`src/rtl/display_mode_scheduler.sv`:
```
// Rotates the seven-segment display through four fitness metrics with a timed dwell,
// a blanking gap between metrics, and hold / next / enable-mask control.
module display_mode_scheduler #(
    parameter int TICK_DIV     = 100000000,
    parameter int DWELL_SEC    = 2,
    parameter int BLANK_CYCLES = 1000000
) (
    input  logic        CLK,
    input  logic        RESET,
    input  logic [13:0] totalSteps,
    input  logic [13:0] distanceCovered,
    input  logic [13:0] thirtyTwoStepsPerSecond,
    input  logic [13:0] sixtyFourStepsPerSecond,
    input  logic [3:0]  modeMask,
    input  logic        hold,
    input  logic        next,
    output logic [1:0]  modeSel,
    output logic [13:0] dispValue,
    output logic [3:0]  dispDp,
    output logic        dispBlank,
    output logic        modeChange
);
    localparam int PW = $clog2(TICK_DIV);
    localparam int SW = (DWELL_SEC > 1) ? $clog2(DWELL_SEC) : 1;
    localparam int BW = (BLANK_CYCLES > 1) ? $clog2(BLANK_CYCLES) : 1;

    localparam logic [0:0] SHOW  = 1'b0;
    localparam logic [0:0] BLANK = 1'b1;

    logic [0:0]    state;
    logic [PW-1:0] prescaler;
    logic [SW-1:0] sec_cnt;
    logic [BW-1:0] blank_cnt;
    logic          tick;
    logic          expire;
    logic          leave_show;
    logic          leave_blank;
    logic [13:0]   raw;
    logic [13:0]   sat;
    logic [1:0]    next_sel;

    assign tick        = (prescaler == PW'(TICK_DIV - 1));
    assign expire      = tick && !hold && (sec_cnt == SW'(DWELL_SEC - 1));
    // A disabled current metric only forces a change when something else is enabled.
    assign leave_show  = expire || next || ((modeMask != 4'd0) && !modeMask[modeSel]);
    assign leave_blank = (blank_cnt == BW'(BLANK_CYCLES - 1));

    always_comb begin
        raw = totalSteps;
        case (modeSel)
            2'd0:    raw = totalSteps;
            2'd1:    raw = distanceCovered;
            2'd2:    raw = thirtyTwoStepsPerSecond;
            default: raw = sixtyFourStepsPerSecond;
        endcase
        sat = (raw > 14'd9999) ? 14'd9999 : raw;
    end

    // Descending scan so the nearest enabled successor wins; falls back to modeSel itself.
    always_comb begin
        next_sel = 2'd0;
        if (modeMask != 4'd0) begin
            next_sel = modeSel;
            for (int k = 3; k >= 1; k--) begin
                if (modeMask[modeSel + 2'(k)]) next_sel = modeSel + 2'(k);
            end
        end
    end

    always_ff @(posedge CLK or negedge RESET) begin
        if (!RESET) begin
            state      <= SHOW;
            modeSel    <= 2'd0;
            prescaler  <= '0;
            sec_cnt    <= '0;
            blank_cnt  <= '0;
            dispValue  <= 14'd0;
            modeChange <= 1'b0;
        end else begin
            modeChange <= 1'b0;
            case (state)
                SHOW: begin
                    dispValue <= sat;
                    if (leave_show) begin
                        state     <= BLANK;
                        prescaler <= '0;
                        sec_cnt   <= '0;
                        blank_cnt <= '0;
                    end else begin
                        prescaler <= tick ? '0 : prescaler + 1'b1;
                        if (tick && !hold) sec_cnt <= sec_cnt + 1'b1;
                    end
                end
                default: begin
                    if (leave_blank) begin
                        state      <= SHOW;
                        modeSel    <= next_sel;
                        modeChange <= 1'b1;
                    end else begin
                        blank_cnt <= blank_cnt + 1'b1;
                    end
                end
            endcase
        end
    end

    assign dispBlank = (state == BLANK);
    assign dispDp    = (modeSel == 2'd1) ? 4'b0010 : 4'b0000;

endmodule

```
`config.mk`:
```
export PLATFORM = sky130hd
export DESIGN_NAME = display_mode_scheduler
export DESIGN_NICKNAME = d
export VERILOG_FILES = /design/src/rtl/display_mode_scheduler.sv
export SDC_FILE = /design/constraint.sdc
export NUM_CORES = 1
export LEC_CHECK = 0
export ABC_AREA = 1
export CAP_MARGIN = 20
export CORE_MARGIN = 2
export CORE_UTILIZATION = 50
export CTS_CLUSTER_SIZE = 40
export DETAILED_ROUTE_END_ITERATION = 10
export PLACE_DENSITY = 0.76
export SLEW_MARGIN = 0
export SYNTH_ARGS = -nofsm -noshare
export SYNTH_HDL_FRONTEND = slang
export SYNTH_SLANG_ARGS = --single-unit
```
`constraint.sdc`:
```
create_clock -name CLK -period 2.4 [get_ports CLK]
set_clock_uncertainty 0.1 [all_clocks]
set_input_delay 0.36 -clock CLK [delete_from_list [all_inputs] [get_ports CLK]]
set_output_delay 0.36 -clock CLK [all_outputs]
set_load 0.05 [all_outputs]
```
==> run summary <==
Outcome: completed
DRC violation total after the first TritonRoute iteration: 207
Die area: 10500 µm²
Global-route wire length before repair: 22060 µm
Worst slack at placement: -0.02219 ns
Area growth from synthesis to layout: 23.21%
Starting density of the core: 51.97%
Share of the clock period used by the worst path after layout: 93.89%
Max FO, Critical Path: 11
Fraction of layout instances using a drive strength above 1: 6.534%
Clock latency at the later pin of the worst-skew pair: 0.34 ns
Number of diodes: 0
GPL Wtd Cong: 0.9985
Count of vias placed by the detailed router: 5067
Root buffer selected by CTS: sky130_fd_sc_hd__clkbuf_8
Initial antenna violation count: 0
Wire length on met1: 5535 µm
Critical path, cell by cell: buf_4, clkdlybuf4s50_1
Met2 wire length: 6223 µm
Clock tree from TritonCTS: yes
Post-DP HPWL: 9576 µm
Total Neg Setup Slack: 0 ns
Met3 Routed Length: 538 µm
Final Critical Period: 2.253 ns
Clock-pin transition on the worst setup and hold timing paths: 0.07 ns
Final number of setup-violating endpoints: 0
YS warnings: 0
Number of H-tree branching levels: 3
Number of fill cells in the layout: 837
Highest attainable clock frequency: 443.8 MHz
Number of buffers on the longest clock path: 2
Critical path arrival: 1.79 ns
Number of placed I/O pins: 86
Final net count: 924
Pin slew with the least headroom to its limit: 0.5488 ns
Routed wire length: 12590 µm
Delay of the slowest critical-path stage: 0.81 ns
Slowest CP cell: sky130_fd_sc_hd__clkdlybuf4s50_1
Input/output buffers: 82
Kind of critical path: flip-flop to primary output
Endpoint required time on the critical path: 1.94 ns
Antenna-violating nets left: 0
Clock sink total: 66
Slew Limit Fails: 0
Wirelength per Cell: 12.77 µm
Endpoint class of the critical path: primary output
Total routing usage reported by global routing: 26.24%
Number of synthesized register bits: 66
Pleak: 2.828 nW
Die outline width: 102.5 µm
RSZ-0062 raised after global routing: false
Number of maximum-capacitance violations: 0
Setup slack of the critical path after layout: 0.1467 ns
Count of distinct cell types in the synthesized netlist: 34
Syn Inst Count: 774
Detailed-router iteration count before antenna repair: 5
Post-Synthesis Mean Instance Area: 6.262 µm²
Fin. Hold Viols: 0
Maximum number of pins on one net before global-route repair: 67
Area of the core region: 9328 µm²
Chip Height: 102.5 µm
Sort of element at the start of the critical path: flip-flop
DRC violation count after routing: 0
Cell Area, Synth: 4847 µm²
Post-CTS repair timing setup buffer count: 0
Worst Hold Class: flip-flop to flip-flop
Power Dens Cells: 459.8 nW/µm²
Via count of the first global-routing pass: 4977
Remaining max-slew budget at the tightest pin: 63.30%
Sequential-to-total area share from yosys stat: 34.07%
Worst VDD drop: 337.2 µV
Detailed-route vias per instance: 5.139
Top routing layer in use: met4
Number of rows created at floorplan: 35
Inserted Clock Buffers: 9
Overflow left after global routing: 0
-- synthesized netlist by cell type (all sizes together) --
| master | count | area [µm²] |
|---|---|---|
| nand2 | 314 | 1209 |
| nor2 | 143 | 554.3 |
| nand3 | 82 | 447.9 |
| dfrtp | 66 | 1652 |
| inv | 55 | 206.5 |
| buf | 17 | 128.9 |
| xor2 | 16 | 140.1 |
| a21oi | 14 | 70.07 |
| clkbuf | 11 | 41.29 |
| nor3 | 11 | 66.32 |
| o21ai | 8 | 40.04 |
| nand4 | 7 | 43.79 |
| xnor2 | 7 | 61.31 |
| ha | 6 | 75.07 |
| or2 | 5 | 31.28 |
| a22o | 2 | 17.52 |
| a31oi | 2 | 12.51 |
| o22ai | 2 | 12.51 |
| clkinv | 1 | 3.750 |
| conb | 1 | 3.750 |
| nand3b | 1 | 7.510 |
| o211ai | 1 | 7.510 |
| o21a | 1 | 7.510 |
| o21bai | 1 | 7.510 |
-- layout make-up --
| cell class | instances | area (µm²) | area share (%) |
|---|---|---|---|
| clock buffers | 11 | 141.4 | 2.367 |
| well taps | 129 | 161.4 | 2.703 |
| clock inverters | 3 | 17.52 | 0.2933 |
| flip-flops and latches | 66 | 1653 | 27.68 |
| repair buffers | 95 | 935.9 | 15.67 |
| multi-input cells | 626 | 2853 | 47.77 |
| inverters | 56 | 210.2 | 3.520 |
-- registers in the layout, summed over array words and instances, names as in the netlist --
register,count
prescaler,27
blank_cnt,20
dispValue,14
modeSel,2
dispBlank,1
modeChange,1
sec_cnt,1
-- routing by layer --
layer	global-route usage, %	vias up
met3	5.814	30
met1	32.09	2353
met2	46.35	123
li1	-	2561
met5	0	-
met4	7.487	0
-- per-stage QoR --
step	hold WS, ns	cells	utilization, %	instance area [µm²]	power [mW]
3_5_place_dp	0.3079	971	61.92	5776	1.969
3_3_place_gp	0.3031	971	61.92	5776	1.956
2_1_floorplan	-0.03559	776	-	4857	1.712
4_1_cts	0.3851	986	63.76	5947	2.770
6_report	0.3814	986	64.02	5972	2.746
5_1_grt	0.4051	986	64.02	5972	2.929
-- power breakdown --
group / internal [mW] / switching [mW]
combinational: 0.279 / 0.352
sequential: 1.21 / 0.109
clock: 0.388 / 0.408
total: 1.88 / 0.869
-- layout by cell type (no fill, tap or decap), types with 2 or more instances in the layout --
cell type	synthesis	final
sky130_fd_sc_hd__o22ai_1	2	2
sky130_fd_sc_hd__or2_2	5	5
sky130_fd_sc_hd__nor2_4	2	2
sky130_fd_sc_hd__nand2_2	6	7
sky130_fd_sc_hd__nand2_1	306	305
sky130_fd_sc_hd__nand2_4	2	2
sky130_fd_sc_hd__ha_1	6	3
sky130_fd_sc_hd__buf_12	0	2
sky130_fd_sc_hd__nor2_1	140	140
sky130_fd_sc_hd__xor2_1	16	16
sky130_fd_sc_hd__a22o_1	2	2
sky130_fd_sc_hd__clkdlybuf4s50_1	0	79
sky130_fd_sc_hd__nand3_1	79	79
sky130_fd_sc_hd__nand3_4	3	3
sky130_fd_sc_hd__inv_2	3	3
sky130_fd_sc_hd__buf_4	3	12
sky130_fd_sc_hd__clkbuf_8	0	10
sky130_fd_sc_hd__o21ai_0	8	8
sky130_fd_sc_hd__dfrtp_1	66	65
sky130_fd_sc_hd__ha_4	0	2
sky130_fd_sc_hd__clkinv_2	0	2
sky130_fd_sc_hd__nand4_1	7	7
sky130_fd_sc_hd__xnor2_1	7	7
sky130_fd_sc_hd__conb_1	1	3
sky130_fd_sc_hd__a31oi_1	2	2
sky130_fd_sc_hd__inv_1	52	52
sky130_fd_sc_hd__a21oi_1	14	14
sky130_fd_sc_hd__nor3_1	10	10
-- worst max-delay path, delay by kind of cell, from the launching register on --
kind | cells | cell delay (ns)
buffers and inverters | 2 | 1.01
flip-flops | 1 | 0.44
-- cell families (layout without fill, tap and decap cells) --
kind of cell,after synthesis,count (layout),share of synthesized area (%)
flops,66,66,34.07
compound gates,31,31,3.614
xor+xnor,23,23,4.156
fa+ha+maj,6,6,1.549
simple gates,563,563,48.68
other cells,1,3,0.07737
buf+inv,84,165,7.847
-- path summary, 6_finish.rpt --
| path | from | end | slack (ns) | cells past startpoint |
|---|---|---|---|---|
| max | modeSel[0] | modeSel[0] | 0.15 | 2 |
| min | dispValue[7] | dispValue[7] | 0.38 | 2 |
| max reg2reg | modeSel[1] | dispValue[3] | 0.23 | 12 |
| min reg2reg | dispValue[7] | dispValue[7] | 0.38 | 2 |
| max in group asynchronous | RESET | dispBlank | 1.41 | 3 |
| min in group asynchronous | RESET | prescaler[16] | 0.47 | 3 |
-- repair_timing --
item                                    in CTS  in global routing
endpoints found under the setup margin      10                 11
gates cloned                                 0                  0
hold endpoints to repair                    66                  0
hold buffers                                 1                  0
resized for setup                            1                  4
No activity file was read; power rests on OpenSTA's default activity.
